==> src/rtl/lvds_video_pkg.sv <==
// -----------------------------------------------------------------------------
// lvds_video_pkg
// Shared constants, types and the lane-word builder for the LVDS video
// transmitter.
//   SLOT_COUNT / SLOT_LOAD : 7 bit slots per pixel, the last one is the load slot
//   CLK_PATTERN            : serial pixel-clock word sent on the clock lane
//   mapping_e              : 4-lane bit map selection (VESA / JEIDA)
//   build_lane_word()      : serial word for one data lane, MSB sent first
// -----------------------------------------------------------------------------
package lvds_video_pkg;

    localparam int         SLOT_COUNT  = 7;
    localparam logic [2:0] SLOT_LOAD   = 3'(SLOT_COUNT - 1);
    localparam logic [6:0] CLK_PATTERN = 7'b1100011;

    typedef logic [6:0] lane_word_t;

    typedef enum logic {
        MAP_VESA  = 1'b0,
        MAP_JEIDA = 1'b1
    } mapping_e;

    // Colours are passed zero-extended to 8 bits. With JEIDA the six bits
    // carried on lanes 0..2 are the upper six (index + 2) and the two LSBs
    // move to lane 3; with VESA lanes 0..2 carry bits 0..5 and lane 3 the
    // two MSBs.
    function automatic lane_word_t build_lane_word(
        input logic [1:0] lane,
        input mapping_e   mapping,
        input logic [7:0] r,
        input logic [7:0] g,
        input logic [7:0] b,
        input logic       hs,
        input logic       vs,
        input logic       de
    );
        logic [5:0] rs;
        logic [5:0] gs;
        logic [5:0] bs;
        lane_word_t word;
        rs = (mapping == MAP_JEIDA) ? r[7:2] : r[5:0];
        gs = (mapping == MAP_JEIDA) ? g[7:2] : g[5:0];
        bs = (mapping == MAP_JEIDA) ? b[7:2] : b[5:0];
        unique case (lane)
            2'd0:    word = {rs[0], rs[1], rs[2], rs[3], rs[4], rs[5], gs[0]};
            2'd1:    word = {gs[1], gs[2], gs[3], gs[4], gs[5], bs[0], bs[1]};
            2'd2:    word = {bs[2], bs[3], bs[4], bs[5], hs, vs, de};
            default: word = (mapping == MAP_JEIDA)
                          ? {r[0], r[1], g[0], g[1], b[0], b[1], 1'b0}
                          : {r[6], r[7], g[6], g[7], b[6], b[7], 1'b0};
        endcase
        return word;
    endfunction

endpackage

==> src/rtl/lvds_lane_shifter.sv <==
// -----------------------------------------------------------------------------
// lvds_lane_shifter
// 7-bit parallel-load, shift-left serialiser for one LVDS lane.
//   clk     : bit clock
//   rst     : asynchronous active-high reset, clears the register
//   load    : load 'word' this cycle, otherwise shift left with zero fill
//   word    : parallel word, bit 6 is sent first
//   ser_out : serial output, taken straight from the register MSB
// -----------------------------------------------------------------------------
module lvds_lane_shifter
    import lvds_video_pkg::*;
(
    input  logic       clk,
    input  logic       rst,
    input  logic       load,
    input  lane_word_t word,
    output logic       ser_out
);

    lane_word_t shreg;

    // NOTE: flops are written with <= so every register in the design samples
    // pre-edge values; blocking assignments here would create order-dependent
    // simulation and mismatch the synthesised netlist.
    always_ff @(posedge clk or posedge rst) begin
        if (rst) begin
            shreg <= '0;
        end else if (load) begin
            shreg <= word;
        end else begin
            shreg <= {shreg[5:0], 1'b0};
        end
    end

    assign ser_out = shreg[6];

endmodule

==> src/rtl/lvds_video_tx.sv <==
// -----------------------------------------------------------------------------
// lvds_video_tx
// 7:1 LVDS video serialiser: one pixel per 7 bit-clocks over 3 (18-bit colour)
// or 4 (24-bit colour) data lanes plus a serial pixel-clock lane.
//   clk, rst              : bit clock (7x pixel rate), async active-high reset
//   enable                : transmitter enable, acted on at word boundaries
//   pix_valid / pix_ready : pixel handshake, ready pulses in load cycles only
//   hsync, vsync, de      : sync and data-enable qualifiers
//   red, green, blue      : BPC-bit colour components
//   lane_out, clk_lane    : serial data lanes and serial pixel clock
//   active                : high while enabled words are on the lanes
//   underflow_cnt         : saturating count of starved load slots
// -----------------------------------------------------------------------------
module lvds_video_tx
    import lvds_video_pkg::*;
#(
    parameter  int LANES   = 3,
    parameter  int MAPPING = 0,
    parameter  int UFW     = 16,
    localparam int BPC     = (LANES == 4) ? 8 : 6
) (
    input  logic             clk,
    input  logic             rst,
    input  logic             enable,
    input  logic             pix_valid,
    output logic             pix_ready,
    input  logic             hsync,
    input  logic             vsync,
    input  logic             de,
    input  logic [BPC-1:0]   red,
    input  logic [BPC-1:0]   green,
    input  logic [BPC-1:0]   blue,
    output logic [LANES-1:0] lane_out,
    output logic             clk_lane,
    output logic             active,
    output logic [UFW-1:0]   underflow_cnt
);

    if (LANES != 3 && LANES != 4) begin : g_bad_lanes
        $error("lvds_video_tx: LANES must be 3 or 4");
    end

    // MAPPING only matters when a fourth lane exists.
    localparam mapping_e MAP_SEL = (LANES == 4 && MAPPING == 1) ? MAP_JEIDA : MAP_VESA;

    logic [2:0] slot;
    logic       load;
    logic       transfer;
    logic       hs_held;
    logic       vs_held;
    logic       first_seen;
    logic       enable_q;
    lane_word_t clk_word;

    assign load     = (slot == SLOT_LOAD);
    // pix_ready is only ever high in a load cycle, so this is the transfer.
    assign transfer = pix_valid && pix_ready;

    // Slot counter and word-level control. pix_ready is registered from the
    // slot before the load, so enable is effectively sampled once per word and
    // a load cycle with pix_ready low is an idle (disabled) word.
    always_ff @(posedge clk or posedge rst) begin
        if (rst) begin
            slot          <= SLOT_LOAD;
            pix_ready     <= 1'b0;
            active        <= 1'b0;
            hs_held       <= 1'b0;
            vs_held       <= 1'b0;
            first_seen    <= 1'b0;
            enable_q      <= 1'b0;
            underflow_cnt <= '0;
        end else begin
            slot      <= load ? 3'd0 : slot + 3'd1;
            pix_ready <= (slot == SLOT_LOAD - 3'd1) && enable;
            enable_q  <= enable;

            if (load) begin
                active <= pix_ready;
            end

            // Starved slots count only once the stream has actually started.
            if (load && pix_ready && !pix_valid && first_seen
                && underflow_cnt != {UFW{1'b1}}) begin
                underflow_cnt <= underflow_cnt + 1'b1;
            end

            if (transfer) begin
                hs_held    <= hsync;
                vs_held    <= vsync;
                first_seen <= 1'b1;
            end else if (enable && !enable_q) begin
                first_seen <= 1'b0;
            end
        end
    end

    for (genvar i = 0; i < LANES; i++) begin : g_lane
        lane_word_t word;

        // NOTE: every always_comb output gets a default first so no path
        // leaves it unassigned, which would otherwise infer a latch.
        always_comb begin
            word = '0;
            if (transfer) begin
                word = build_lane_word(2'(i), MAP_SEL, 8'(red), 8'(green), 8'(blue),
                                       hsync, vsync, de);
            end else if (pix_ready) begin
                // Blanking: no colour, de low, sync levels frozen at last pixel.
                word = build_lane_word(2'(i), MAP_SEL, 8'h00, 8'h00, 8'h00,
                                       hs_held, vs_held, 1'b0);
            end
        end

        lvds_lane_shifter u_shifter (
            .clk     (clk),
            .rst     (rst),
            .load    (load),
            .word    (word),
            .ser_out (lane_out[i])
        );
    end

    assign clk_word = pix_ready ? CLK_PATTERN : '0;

    lvds_lane_shifter u_clk_shifter (
        .clk     (clk),
        .rst     (rst),
        .load    (load),
        .word    (clk_word),
        .ser_out (clk_lane)
    );

endmodule

==> config.mk <==
export PLATFORM = sky130hd
export DESIGN_NAME = lvds_video_tx
export DESIGN_NICKNAME = d
export VERILOG_FILES = /design/src/rtl/lvds_video_pkg.sv /design/src/rtl/lvds_lane_shifter.sv /design/src/rtl/lvds_video_tx.sv
export SDC_FILE = /design/constraint.sdc
export NUM_CORES = 1
export LEC_CHECK = 0
export CELL_PAD_IN_SITES_DETAIL_PLACEMENT = 0
export CELL_PAD_IN_SITES_GLOBAL_PLACEMENT = 2
export CORE_UTILIZATION = 30
export CTS_BUF_LIST = sky130_fd_sc_hd__clkbuf_4
export DETAILED_ROUTE_END_ITERATION = 16
export GPL_ROUTABILITY_DRIVEN = 0
export PLACE_DENSITY = 0.89
export SKIP_CTS_REPAIR_TIMING = 1
export SYNTH_ARGS = -nofsm -noshare
export SYNTH_HDL_FRONTEND = slang
export SYNTH_SLANG_ARGS = --single-unit
==> constraint.sdc <==
create_clock -name clk -period 1.5 [get_ports clk]
set_input_delay 0.3 -clock clk [delete_from_list [all_inputs] [get_ports clk]]
set_output_delay 0.3 -clock clk [all_outputs]
set_load 0.02 [all_outputs]
Yosys cells after proc, flatten, opt, wreduce, memory -nomap -nowiden
Cells that the tools add are included.

Reductions and logical operators: 10. Equality and inequality tests: 3. Add/subtract/negate cells: 2. Muxes and demuxes: 12.

Operator list (number): 7-bit two-way mux (8); 16-bit by 1-bit adder with 16-bit output (second input constant) (1); 16-bit inequality test (second input constant) (1); 1-bit logical AND (7); 3-bit equality test (second input constant) (2); 3-bit two-way mux (2); 3-bit by 1-bit adder with 3-bit output (second input constant) (1); 1-bit zero test (2); 1-bit two-way mux (2); 2-bit nonzero test (1).

Bits of input ports: 25. Register bits after elaboration: 53.

Depth between registers and ports, before layout
Depth in word-level cells: 5. Gate-level depth with buffers: 6. Mapped depth without buffers: 5.

Cells and area by module
From an unflattened synthesis, not the netlist that was laid out.

Cell total of the unflattened synthesis: 198. Area, all modules: 2534.9 sq um.

Modules (own cells, without submodules): lvds_video_tx (area an instance 1383.8 sq um, times used 1, cells each 134); lvds_lane_shifter (area an instance 287.8 sq um, times used 4, cells each 16).

Worst setup path after synthesis
OpenSTA, ideal clock, no wires.

Path type: register to register. Start point: register underflow_cnt[0]. End point: register underflow_cnt[12]. Cell stages (with the launch flop): 6. Arrival: 1.564 ns. Setup time: 0.125 ns. Setup slack: -0.189 ns. Data required time: 1.375 ns. Clock period less this slack: 1.689 ns. Cells stage by stage: dfrtp_1 > ha_1 > nand2_1 > or2_1 > nor3_1 > mux2_2.

Longest elaborated chain between the ends: 2.

Ends and longest elaborated chain: start: declaration (RTL line lvds_video_tx.sv:36) `output logic [UFW-1:0] underflow_cnt`; start signal: assignment (RTL line lvds_video_tx.sv:84) `underflow_cnt <= underflow_cnt + 1'b1;`; branches (longest 2 deep; another with 16-bit by 1-bit adder with 16-bit output).

Parallel ways; which one is timed is not known. A chain may end at the register's enable or synchronous reset.

Final worst setup path
Start point: register slot[2]. End point: register underflow_cnt[15].

Longest elaborated chain between the ends: 5.

Ends and longest elaborated chain: start: declaration (RTL line lvds_video_tx.sv:46) `logic [2:0] slot;`; start signal: assignment (RTL line lvds_video_tx.sv:73) `slot <= load ? 3'd0 : slot + 3'd1;`; 3-bit equality test (RTL line lvds_video_tx.sv:55) `assign load = (slot == SLOT_LOAD);`; 1-bit logical AND (3 in series) (RTL line lvds_video_tx.sv:82) `if (load && pix_ready && !pix_valid && first_seen`; 1-bit logical AND (RTL line lvds_video_tx.sv:83) `&& underflow_cnt != {UFW{1'b1}}) begin`.

No other way between the ends.

==> flow_metrics.tcl <==
set metrics [dict create \
    floorplan.initialDensity_pct 30.8 \
    synth-main-ff-cell "sky130_fd_sc_hd__dfrtp_1" \
    pwr_dens_nw_per_um2 683 \
    finalClockSkew_ps 17.9 \
    clock-sinks 53 \
    die_h_um 88.1 \
    post-route-period-util_pct 110 \
    drive_above_1_share_pct 36.4 \
    synth_edf_count 0 \
    relSlewSlack_pct 75.7 \
    pre_cts_slack_ps -366 \
    mappedNetlistNets 234 \
    synth_area_leaders "sky130_fd_sc_hd__dfrtp_1 (57%), sky130_fd_sc_hd__nand2_1 (8.8%), sky130_fd_sc_hd__nand3_1 (4.1%)" \
    post_synth.cell_area_avg_um2 10.7 \
    antenna_diode_count 0 \
    placement.io_buffers 46 \
    grt_start_max_net_pins 21 \
    p_int_mw 1.76 \
    p_leak_nw 1.79 \
    cp-start-kind "flop" \
    grt.overflow.total 0 \
    failing_checks "setup timing" \
    final_critical_path_setup_slack_ps -149 \
    route.vias.total 1790 \
    post_synth_top_area_cell "sky130_fd_sc_hd__dfrtp_1" \
    synth_largest_type_area_fraction_pct 57.4 \
    clkLatencyLatePin_ps 380 \
    cts.root.buffer_cell "sky130_fd_sc_hd__clkbuf_4" \
    crit_fanout 6 \
    tightestPinTransition_ps 361 \
    final-hold-violation-count 0 \
    pwr-share-clk_pct 28.3 \
    grt_pass1_vias 1656 \
    antenna_violations_before_repair 0 \
    post-route-min-period_ps 1650 \
    htree_levels 2 \
    timing.final.max_slew_violations 0 \
    grt_first_pass_wirelength_um 7560 \
    power.combinational.fraction_pct 7.3 \
    cts.reportedPaths.clkPinSlew_ps 160 \
    worst-endpoint-required_ps 1800 \
    synth_area_um2 2220 \
    fillers 702 \
    cts_tree "yes" \
    critical-path-max-stage-delay_ps 560 \
    syn_to_final_growth_pct 51.7 \
    synth.ff_latch_count 53 \
    drt_pre_antenna_iters 4 \
    core_region_area_um2 7210 \
    critical_path_arrival_ps 1950 \
    vdd_drop_max_mv 0.281 \
    cts-buffers-inserted 5 \
    setup-violations-final 11 \
    seq_area_frac_synth_pct 59.8 \
    power.net_switching_uw 546 \
    cts.path.max_buffers 2 \
    drt_iter0_markers 34 \
    fin_total_pwr_mw 2.30 \
    antenna_violating_nets_post_route 0 \
    groute.usage.overall_pct 12.8 \
    fp.dieArea_um2 7760 \
    end_kind "flop" \
    critical_path.slowest_cell "sky130_fd_sc_hd__dfstp_2" \
    setup_repair_after_global_routing_missed_its_margin "yes" \
    post_synth_arst_share_pct 100 \
    outcome "complete, but fails checks" \
    drc_violation_count_after_routing 0 \
    p_sw_share_pct 23.7 \
    top_level_ports 47 \
    type_of_the_tightest_min_delay_check "input port to asynchronous set/reset pin" \
    total_wire_length_um 5120 \
    crit_chain "and3b_2, buf_6, nand4_4, buf_4, nor4_4, xor2_1" \
    detail_route.wl_per_cell_um 12.8 \
    finalNetCount 327 \
    rows 31 \
    detail_route.vias_per_cell 4.46 \
    die_w_um 88.1 \
    dp.final_hpwl_um 3610 \
    fmaxAchievable_mhz 607 \
    seqPwrFrac_pct 64.5 \
    synthesis.instances 208 \
    synth-warning-count 0 \
    maxCapViolations 0 \
    synth_cell_types 38 \
    timing.setup.critical_path_class "flop to flop" \
]
==> registers in the layout, indices dropped and copies added, names as in the netlist <==
name	cells
vs_held	1
pix_ready	1
hs_held	1
first_seen	1
enable_q	1
underflow_cnt	16
slot	3
g_lane.u_shifter.shreg	21
active	1
u_clk_shifter.shreg	7
==> kinds of logic (layout without fill, tap and decap cells) <==
kind of cell    count (synthesis)  count (layout)  synth area share [%]
simple gates                  109             109                  25.2
xor+xnor                       10              10                  3.94
compound gates                 15              15                  4.73
mux                             5               5                  2.48
fa+ha+maj                       1               1                 0.563
buf+inv                        15             109                  3.32
flops                          53              53                  59.8
==> stage by stage <==
stage / setup TNS (ps) / hold WS (ps) / cell area, µm² / instances / util [%]
floorplan: -110 / 331 / 2280 / 208 / -
global placement: -4820 / 419 / 3130 / 383 / 43.3
detailed placement: -4860 / 420 / 3130 / 383 / 43.3
CTS: -7210 / 170 / 3190 / 391 / 44.2
global route: -1560 / 172 / 3370 / 401 / 46.7
finish: -704 / 192 / 3370 / 401 / 46.7
==> placed cells by master, fill, tap and decap left out, types with 3 or more instances in the layout <==
cell and instances:
sky130_fd_sc_hd__clkdlybuf4s50_1 24, sky130_fd_sc_hd__dlymetal6s2s_1 12, sky130_fd_sc_hd__dfrtp_2 9, sky130_fd_sc_hd__clkbuf_2 10
sky130_fd_sc_hd__buf_4 47, sky130_fd_sc_hd__and3_1 3, sky130_fd_sc_hd__xor2_1 9, sky130_fd_sc_hd__nand4_1 4
sky130_fd_sc_hd__a31oi_1 3, sky130_fd_sc_hd__nor4_4 4, sky130_fd_sc_hd__dfrtp_1 42, sky130_fd_sc_hd__buf_6 3
sky130_fd_sc_hd__nor3_2 5, sky130_fd_sc_hd__nand3_1 17, sky130_fd_sc_hd__nand2b_1 3, sky130_fd_sc_hd__mux2_2 3
sky130_fd_sc_hd__and2_1 7, sky130_fd_sc_hd__clkbuf_4 5, sky130_fd_sc_hd__nand2_1 50, sky130_fd_sc_hd__inv_1 3
==> synthesized netlist by cell type, drive strengths merged (5+ instances only) <==
master / n
nand2: 52
dfrtp: 51
nand3: 19
xor2: 9
and2: 7
buf: 6
clkbuf: 5
nand4: 5
nor3: 5
==> path summary, 6_finish.rpt <==
kind,startpoint,slack [ps],endpoint,cells past startpoint
worst max register to register,slot[2],-150,underflow_cnt[15],6
min in group clk,enable,400,enable_q,1
max in group asynchronous,rst,890,g_lane[1].u_shifter.shreg[5],3
worst min-delay path,rst,190,slot[0],2
worst max-delay path,slot[2],-150,underflow_cnt[15],6
worst min register to register,g_lane[1].u_shifter.shreg[3],450,g_lane[1].u_shifter.shreg[4],2
==> final cells by class <==
class / count / area, µm² / area share [%]
Clock buffer: 5 / 37.5 / 1.11
Timing Repair Buffer: 97 / 847 / 25.1
Clock inverter: 3 / 22.5 / 0.668
Tap cell: 99 / 124 / 3.67
Inverter: 4 / 18.8 / 0.557
Multi-Input combinational cell: 140 / 981 / 29.1
Sequential cell: 53 / 1340 / 39.8
==> critical path: cells and delay by family, from the launching register on <==
family	cells	cell delay, ps
buf+inv	2	320
flops	1	560
xor+xnor	1	170
simple gates	3	510
==> power groups by stage <==
stage	registers [mW]	clock network, mW	logic [mW]
final	1.48	0.650	0.168
after CTS	1.48	0.689	0.175
after global placement	1.51	0	0.172
after detailed placement	1.51	0	0.175
after global routing	1.49	0.737	0.186
after floorplan	1.51	0	0.0616
==> routing by layer <==
layer / GRT usage, % / up-vias / wire length [µm]
met5: 0 / - / 0
met4: 5.28 / 0 / 82
met3: 2.54 / 7 / 139
met2: 21.1 / 25 / 2600
met1: 16.6 / 872 / 2300
li1: - / 886 / -
Power figures use the tool's default switching activity.
